[src/rtl/matrix_op_scheduler.sv]
// Two-requester scheduler for a matrix calc unit.
// Round-robin grant, single launch pulse, timed wait, held response.
module matrix_op_scheduler #(
    parameter int unsigned TIMEOUT = 255
) (
    input  logic       clk,
    input  logic       rst,
    input  logic [1:0] req_valid,
    input  logic [3:0] req_op_0,
    input  logic [3:0] req_op_1,
    input  logic [3:0] req_scalar_0,
    input  logic [3:0] req_scalar_1,
    output logic [1:0] req_ready,
    output logic       calc_start,
    output logic [3:0] calc_op_type,
    output logic [3:0] calc_scalar,
    output logic       calc_sel,
    input  logic       calc_done,
    input  logic       calc_error,
    output logic [1:0] rsp_valid,
    input  logic [1:0] rsp_ready,
    output logic       rsp_error,
    output logic       rsp_timeout,
    output logic       busy,
    output logic [7:0] ops_done,
    output logic [7:0] err_cnt
);

    typedef enum logic [1:0] {
        IDLE,
        LAUNCH,
        WAIT,
        RESP
    } state_t;

    localparam logic [7:0] TMO = 8'(TIMEOUT);

    state_t     state;
    state_t     state_nx;
    logic       rr_ptr;
    logic [7:0] cnt;
    logic       grant_id;
    logic [3:0] grant_op;
    logic [3:0] grant_scalar;
    logic       op_legal;
    logic       take;
    logic       rsp_hs;
    logic       done_seen;
    logic       timed_out;

    // Arbitration: preferred requester wins a tie, a lone requester always wins.
    always_comb begin
        grant_id = req_valid[1];
        if (req_valid == 2'b11) begin
            grant_id = rr_ptr;
        end
        grant_op     = grant_id ? req_op_1 : req_op_0;
        grant_scalar = grant_id ? req_scalar_1 : req_scalar_0;
        op_legal     = 1'b0;
        case (grant_op)
            4'b0001, 4'b0010, 4'b0100, 4'b1000: op_legal = 1'b1;
            default:                            op_legal = 1'b0;
        endcase
    end

    // WAIT exit conditions; done is ignored in the first WAIT cycle.
    always_comb begin
        done_seen = (state == WAIT) && (cnt != 8'd0) && calc_done;
        timed_out = (state == WAIT) && !done_seen && (cnt == TMO);
    end

    // FSM state register.
    always_ff @(posedge clk) begin
        if (rst) begin
            state <= IDLE;
        end else begin
            state <= state_nx;
        end
    end

    // Next-state and handshake outputs.
    always_comb begin
        state_nx   = state;
        req_ready  = 2'b00;
        calc_start = 1'b0;
        rsp_valid  = 2'b00;
        take       = 1'b0;
        rsp_hs     = 1'b0;
        unique case (state)
            IDLE: begin
                if (!rst && (req_valid != 2'b00)) begin
                    req_ready[grant_id] = 1'b1;
                    take                = 1'b1;
                    state_nx            = op_legal ? LAUNCH : RESP;
                end
            end
            LAUNCH: begin
                calc_start = 1'b1;
                state_nx   = WAIT;
            end
            WAIT: begin
                if (done_seen || timed_out) begin
                    state_nx = RESP;
                end
            end
            RESP: begin
                rsp_valid[calc_sel] = 1'b1;
                if (rsp_ready[calc_sel]) begin
                    rsp_hs   = 1'b1;
                    state_nx = IDLE;
                end
            end
            default: state_nx = IDLE;
        endcase
    end

    assign busy = (state != IDLE);

    // Latched request, wait counter, response status and statistics.
    always_ff @(posedge clk) begin
        if (rst) begin
            rr_ptr       <= 1'b0;
            cnt          <= 8'd0;
            calc_sel     <= 1'b0;
            calc_op_type <= 4'd0;
            calc_scalar  <= 4'd0;
            rsp_error    <= 1'b0;
            rsp_timeout  <= 1'b0;
            ops_done     <= 8'd0;
            err_cnt      <= 8'd0;
        end else begin
            if (take) begin
                calc_sel     <= grant_id;
                calc_op_type <= grant_op;
                calc_scalar  <= grant_scalar;
                rsp_error    <= !op_legal;
                rsp_timeout  <= 1'b0;
            end
            if (state == LAUNCH) begin
                cnt <= 8'd0;
            end else if (state == WAIT) begin
                cnt <= cnt + 8'd1;
            end
            if (done_seen) begin
                rsp_error   <= calc_error;
                rsp_timeout <= 1'b0;
            end else if (timed_out) begin
                rsp_error   <= 1'b1;
                rsp_timeout <= 1'b1;
            end
            if (rsp_hs) begin
                ops_done <= ops_done + 8'd1;
                rr_ptr   <= ~calc_sel;
                if (rsp_error && (err_cnt != 8'hff)) begin
                    err_cnt <= err_cnt + 8'd1;
                end
            end
        end
    end

endmodule

[config.mk]
export PLATFORM = sky130hd
export DESIGN_NAME = matrix_op_scheduler
export DESIGN_NICKNAME = d
export VERILOG_FILES = /design/src/rtl/matrix_op_scheduler.sv
export SDC_FILE = /design/constraint.sdc
export NUM_CORES = 1
export LEC_CHECK = 0
export BUFFER_PORTS_ARGS = -buffer_cell sky130_fd_sc_hd__buf_2
export CORE_MARGIN = 2
export CORE_UTILIZATION = 40
export CTS_CLUSTER_DIAMETER = 30
export DETAILED_ROUTE_END_ITERATION = 6
export PLACE_DENSITY = 0.6
export SKIP_CTS_REPAIR_TIMING = 1
export SYNTH_ARGS = -nofsm -noshare
export SYNTH_HDL_FRONTEND = slang
export SYNTH_SLANG_ARGS = --single-unit
[constraint.sdc]
create_clock -name clk -period 2.4 [get_ports clk]
set_input_delay 0.36 -clock clk [delete_from_list [all_inputs] [get_ports clk]]
set_output_delay 0.36 -clock clk [all_outputs]
set_load 0.01 [all_outputs]
==> flow_summary.toml, run 1 <==
[status]
status = "finished, final reports clean"

[sta]
rsz0062_at_grt = "no"
min_period_ns = 2.09
final-hold-violation-count = 0
max_freq_ghz = 0.479
slew_viol_final = 0
worstMarginPinSlew_ns = 0.452
tns_ns = 0
slew_headroom = 0.699
fin_skew_ns = 0.00535
fin_crit_sh = 0.870
timing.hold.ws_ns = 0.373
setup_viol = 0

[route]
drc = 0
antenna_left = 0
drtPass1Iterations = 4
avgViaCountPerCell = 5.04
routed_wl_mm = 4.25
num_vias = 1758
wl_per_cell_um = 12.2
drt_iter0_markers = 66

[critical_path]
worstPathCellList = "inv_1, ha_1, inv_1, or3_1, nor2_1, buf_2"
max_stage_delay_ns = 0.42
critPathMostFrequentCell = "inv_1"
end_kind = "output port"
critPathMaxFanout = 6
slowest_stage = "or3_1"
crit_type = "register to output port"
crit_path_start_kind = "register"
worstPathArrival_ns = 1.73
worst_ep_required_time_ns = 2.04

[global_route]
grt_max_degree = 35
grt_overflow = 0
grt_pass1_wl_mm = 7.12
antenna_found_initial = 0
track_usage = 0.163
grt_pass1_vias = 1646

[cells_and_area]
fillerInstances = 499
multi_input_area_um2 = 1140
regArea_um2 = 761
final_common_cell = "buf_2"
layout_common_cells = "buf_2, dfxtp_1, nor2_1"
layout.nets = 313
area_growth_pct = 22.3
drive_gt1_frac = 0.248
n_antenna_cell = 0

[clocking]
cts_buffer_depth = 2
clock-root-buffer = "clkbuf_8"
cts_made_buffers = 5
clk_pin_slew_ns = 0.07
clock_latency_ns = 0.28
cts_tree = "yes"
cts.htree.levels = 2
cts.sinks = 38

[flow_run]
maxCapViolations = 0

[yosys]
ys_seq_area_frac = 0.383
yosysUniqueCellTypes = 42
ys_ff_latch = 38
synth_area_per_cell_um2 = 8.78
syn-num-nets = 258
synthCells = 226
syn-cell-area_um2 = 1980
synth_warnings = 0

[place]
io_buffers = 56
gp_congestion = 0.802
dp_hpwl_mm = 3.24

[pwr]
vdd_ir_drop_max_v = 0.000385
power_density_nw_per_um2 = 738
leakagePower_uw = 0.00106

[floorplanning]
std_cell_rows = 25
io_pins = 57
die-area_um2 = 5540
die_x_um = 74.4
core_area_um2 = 4750
die_h_um = 74.4
start_util = 0.417

[min_path]
hold_class = "primary input to register"
-- metrics by stage --
step,power [uW],util,std cells,area (um2),setup WS [ns]
3_3_place_gp,1290,0.488,341,2320,0.604
4_1_cts,1820,0.510,349,2430,0.275
6_report,1790,0.510,349,2430,0.313
2_1_floorplan,1120,-,226,1980,0.732
5_1_grt,1920,0.510,349,2430,0.162
3_5_place_dp,1300,0.488,341,2320,0.495
-- worst max-delay path: cells and delay by family, from the launching register on --
kind / cells / cell delay (ns)
buffers and inverters: 3 / 0.34
and+or+nand+nor: 2 / 0.53
adders and majority gates: 1 / 0.25
DFF: 1 / 0.33
-- synth_stat cells --
cell	instances	area share
a2bb2oi_1	1	0.0044
buf_6	1	0.0057
nand2_1	9	0.017
or3_1	8	0.025
and3_1	3	0.0095
or2_2	1	0.0032
o21a_1	1	0.0038
a311oi_1	1	0.0044
inv_1	8	0.015
nor4b_1	4	0.018
o31ai_1	3	0.011
or4b_1	1	0.0050
nand3b_1	4	0.015
a221oi_1	1	0.0044
a21oi_1	12	0.030
buf_2	2	0.0050
o21ai_0	13	0.033
or4_1	3	0.011
clkbuf_1	8	0.015
and2_1	4	0.013
xor2_1	11	0.049
mux2_2	1	0.0057
o21ba_2	1	0.0050
a211oi_1	9	0.034
and2b_1	1	0.0038
nor3_1	2	0.0050
nor2b_1	2	0.0063
and4_1	1	0.0044
nor2_1	26	0.049
o2111ai_4	1	0.013
xnor2_1	2	0.0088
nand2b_1	1	0.0032
a22oi_1	1	0.0038
nand4_1	8	0.025
o22ai_1	1	0.0032
o2bb2ai_1	1	0.0044
nand3_1	9	0.023
o211ai_1	2	0.0076
ha_1	8	0.050
dfxtp_1	38	0.38
mux2i_1	11	0.055
mux2_4	1	0.0076
-- cell families after synthesis --
| family | count (synthesis) | share of synthesized area |
|---|---|---|
| flops | 38 | 0.383 |
| mux | 13 | 0.0687 |
| fa+ha+maj | 8 | 0.0504 |
| simple gates | 87 | 0.236 |
| compound gates | 48 | 0.163 |
| xor+xnor | 13 | 0.0574 |
| buf+inv | 19 | 0.0410 |
-- registers in the layout, summed over array words and instances (netlist names) --
signal        flops
err_cnt           8
ops_done          8
cnt               8
rr_ptr            1
rsp_timeout       1
state             2
calc_sel          1
calc_scalar       4
rsp_error         1
calc_op_type      4
-- per-layer routing --
metal	track usage	routed length, um	share of wire	vias to the layer above
li1	-	-	-	927
met1	0.202	1990	0.47	784
met2	0.279	1990	0.47	45
met3	0.0474	243	0.057	2
met4	0.0357	25	0.0059	0
met5	0	0	0	-
-- cell type report --
| type | instances | share of cell area |
|---|---|---|
| flip-flops and latches | 38 | 0.314 |
| clock buffers | 7 | 0.0315 |
| multi-input cells | 169 | 0.471 |
| well taps | 67 | 0.0346 |
| inverters | 8 | 0.0124 |
| repair buffers | 59 | 0.125 |
| clock inverters | 1 | 0.0124 |
-- final timing paths --
path                                     from                          end  slack, ns  cells after the start
setup / recovery        state[1]$_SDFFE_PP0P_                 req_ready[1]       0.31                      6
hold / removal                     calc_error       rsp_error$_SDFFE_PP0P_       0.37                      3
setup reg to reg        state[0]$_SDFFE_PP0P_      err_cnt[5]$_SDFFE_PP0P_       0.52                      4
hold reg to reg   calc_scalar[0]$_SDFFE_PP0P_  calc_scalar[0]$_SDFFE_PP0P_       0.50                      2
-- power by group --
group | total, uW | internal (uW) | switching (uW)
Sequential | 752 | 700 | 52.5
Clock | 515 | 311 | 205
Combinational | 522 | 222 | 299
Total | 1790 | 1230 | 556
Note: power is estimated with default switching activity, not from simulation.
==> inputs of run 2 (changes only) <==
CORE_UTILIZATION = 45   (was 40)
PLACE_DENSITY = 0.67   (was 0.6)
==> flow_summary.toml, run 2 (synthesis results as in run 1) <==
[global_route]
grt_pass1_vias = 1642
track_usage = 0.182
antenna_found_initial = 0
grt_max_degree = 35
grt_overflow = 0
grt_pass1_wl_mm = 7.33

[cells_and_area]
drive_gt1_frac = 0.248
fillerInstances = 435
final_common_cell = "buf_2"
top_regs = "cnt: 8 flops, err_cnt: 8 flops, ops_done: 8 flops"
area_growth_pct = 21.3
layout.nets = 313
regArea_um2 = 761
n_antenna_cell = 0
layout_common_cells = "buf_2, dfxtp_1, nor2_1"
multi_input_area_um2 = 1140

[sta]
tns_ns = 0
setup_viol = 0
fin_crit_sh = 0.885
slew_viol_final = 0
min_period_ns = 2.12
final-hold-violation-count = 0
slew_headroom = 0.708
timing.final.ws_setup_ns = 0.276
rsz0062_at_grt = "no"
fin_skew_ns = 0.00601
worstMarginPinSlew_ns = 0.437
max_freq_ghz = 0.471

[min_path]
hold_class = "primary input to register"

[clocking]
clock_latency_ns = 0.29
clock-root-buffer = "clkbuf_8"
cts.sinks = 38
cts_buffer_depth = 2
cts.htree.levels = 2
clk_pin_slew_ns = 0.07
cts_tree = "yes"
cts_made_buffers = 5

[critical_path]
critPathMostFrequentCell = "inv_1"
critPathMaxFanout = 6
slowest_stage = "or3_1"
crit_path_start_kind = "register"
max_stage_delay_ns = 0.43
worst_ep_required_time_ns = 2.04
crit_type = "register to output port"
worstPathArrival_ns = 1.76
end_kind = "output port"
worstPathCellList = "inv_1, ha_1, inv_1, or3_1, nor2_1, buf_2"

[place]
gp_congestion = 0.802
dp_hpwl_mm = 3.17
post-place-ws_ns = 0.548
io_buffers = 56

[flow_run]
maxCapViolations = 0

[route]
avgViaCountPerCell = 5.46
antenna_left = 0
drt_iter0_markers = 53
drc = 0
num_vias = 1823
wl_per_cell_um = 12.9
routed_wl_mm = 4.30
drtPass1Iterations = 4

[floorplanning]
die_h_um = 70.4
std_cell_rows = 24
core_area_um2 = 4290
die_x_um = 70.4
io_pins = 57
die-area_um2 = 4960
start_util = 0.462

[pwr]
vdd_ir_drop_max_v = 0.000358
power_density_nw_per_um2 = 753
leakagePower_uw = 0.00106

[status]
status = "finished, final reports clean"
## run 2: cell counts in the layout (fill, tap and decap cells not counted)
No cell type changed its count.
## run 2: metrics by stage
step	hold slack (ns)	std cells	utilization	area, um2	total power (uW)
finish	0.360	334	0.561	2410	1810
global route	0.367	334	0.561	2410	1920
CTS	0.349	334	0.561	2410	1830
detailed placement	0.470	326	0.536	2300	1290
global placement	0.475	326	0.536	2300	1280
floorplan	0.466	226	-	1980	1120
## run 2: worst paths after layout
path / cells after the start / slack (ns) / startpoint / to
setup / recovery: 6 / 0.28 / state[0]$_SDFFE_PP0P_ / req_ready[1]
hold / removal: 3 / 0.36 / calc_error / rsp_error$_SDFFE_PP0P_
setup reg to reg: 4 / 0.54 / state[0]$_SDFFE_PP0P_ / err_cnt[7]$_SDFFE_PP0P_
hold reg to reg: 2 / 0.48 / calc_op_type[0]$_SDFFE_PP0P_ / calc_op_type[0]$_SDFFE_PP0P_
## run 2: layout make-up
| type | instances | area share |
|---|---|---|
| well taps | 52 | 0.0270 |
| repair buffers | 59 | 0.126 |
| inverters | 8 | 0.0125 |
| flip-flops and latches | 38 | 0.316 |
| clock buffers | 7 | 0.0317 |
| multi-input cells | 169 | 0.475 |
| clock inverters | 1 | 0.0125 |
## run 2: power breakdown
| group | switching (uW) | total (uW) | leakage (uW) | internal (uW) |
|---|---|---|---|---|
| logic | 308 | 530 | 0.000696 | 222 |
| clock network | 222 | 533 | 0.0000524 | 311 |
| registers | 49.7 | 749 | 0.000309 | 700 |
## run 2: worst max-delay path, delay by kind of cell (launching register included)
family        cells  cell delay [ns]
flops             1             0.33
buf+inv           3             0.36
simple gates      2             0.54
fa+ha+maj         1             0.25
## run 2: routing by layer
layer,track usage,share of wire
met5,0,0
met4,0.0769,0.024
met3,0.0491,0.054
met2,0.290,0.46
met1,0.230,0.46
==> inputs of run 3 (changes only) <==
PLACE_DENSITY = not set   (was 0.67)
PLACE_DENSITY_LB_ADDON = 0.12   (was not set)
==> flow_summary.toml, run 3 (synthesis results as in run 1) <==
[status]
status = "finished, final reports clean"

[critical_path]
worst_ep_required_time_ns = 2.04
crit_path_start_kind = "register"
end_kind = "output port"
critPathMaxFanout = 6
worstPathArrival_ns = 1.75
crit_type = "register to output port"

[floorplanning]
die_x_um = 70.4
die_h_um = 70.4
start_util = 0.462
core_area_um2 = 4290
die-area_um2 = 4960
io_pins = 57
std_cell_rows = 24

[global_route]
grt_pass1_wl_mm = 7.07
grt_overflow = 0
track_usage = 0.177
grt_max_degree = 35
grt_pass1_vias = 1614
antenna_found_initial = 0

[cells_and_area]
top_regs = "cnt: 8 flops, err_cnt: 8 flops, ops_done: 8 flops"
n_antenna_cell = 0
area_growth_pct = 21.4
layout.nets = 313
drive_gt1_frac = 0.255
final_common_cell = "buf_2"
post-route-util = 0.561
layout_common_cells = "buf_2, dfxtp_1, nor2_1"

[place]
dp_hpwl_mm = 3.18
io_buffers = 56
gp_congestion = 0.765

[pwr]
leakagePower_uw = 0.00106
vdd_ir_drop_max_v = 0.000396
power_density_nw_per_um2 = 755

[sta]
slew_viol_final = 0
max_freq_ghz = 0.474
worstMarginPinSlew_ns = 0.435
rsz0062_at_grt = "no"
setup_viol = 0
tns_ns = 0
min_period_ns = 2.11
fin_skew_ns = 0.00697
slew_headroom = 0.710
fin_crit_sh = 0.879
final-hold-violation-count = 0

[clocking]
cts.sinks = 38
cts_tree = "yes"
cts_made_buffers = 5
clk_pin_slew_ns = 0.08
cts.htree.levels = 2
clock-root-buffer = "clkbuf_8"
clock_latency_ns = 0.29
cts_buffer_depth = 2

[flow_run]
maxCapViolations = 0

[route]
num_vias = 1789
drtPass1Iterations = 4
drc = 0
drt_iter0_markers = 61
wl_per_cell_um = 13.0
avgViaCountPerCell = 5.36
routed_wl_mm = 4.34
antenna_left = 0

[min_path]
hold_class = "primary input to register"
run 3: power by group:
part	internal (uW)	switching [uW]
clock	306	235
sequential	699	50.1
combinational	222	306
run 3: final timing paths:
path,to,cells after the start,slack (ns),startpoint
worst max register to register,err_cnt[7]$_SDFFE_PP0P_,4,0.54,state[0]$_SDFFE_PP0P_
worst max-delay path,req_ready[1],6,0.29,state[0]$_SDFFE_PP0P_
worst min register to register,ops_done[1]$_SDFFE_PP0P_,2,0.49,ops_done[1]$_SDFFE_PP0P_
worst min-delay path,rsp_error$_SDFFE_PP0P_,3,0.36,calc_error
run 3: per-layer routing:
layer,global-route usage,up-vias,routed length [um]
li1,-,925,-
met2,0.300,43,2040
met3,0.0346,7,182
met1,0.218,814,2040
met4,0.0705,0,75
met5,0,-,0
run 3: layout make-up:
type                    instances  area [um2]
well taps                      52        65.1
clock inverters                 3        40.0
inverters                       8        30.0
fillers                       425        1880
flip-flops and latches         38         761
repair buffers                 59         303
multi-input cells             169        1140
clock buffers                   5        68.8
run 3: through the flow:
stage                     area [um2]  std cells  setup slack [ns]  power (uW)  hold WS [ns]
after global placement          2300        326             0.609        1280         0.474
after detailed placement        2300        326             0.554        1300         0.478
final                           2410        334             0.291        1820         0.357
after global routing            2410        334             0.181        1920         0.349
after CTS                       2410        334             0.274        1840         0.344
after floorplan                 1980        226             0.732        1120         0.466
run 3: worst max-delay path: stages, from the launching register on:
cell	delay, ns
dfxtp_1	0.33
inv_1	0.11
ha_1	0.25
inv_1	0.11
or3_1	0.42
nor2_1	0.10
buf_2	0.14
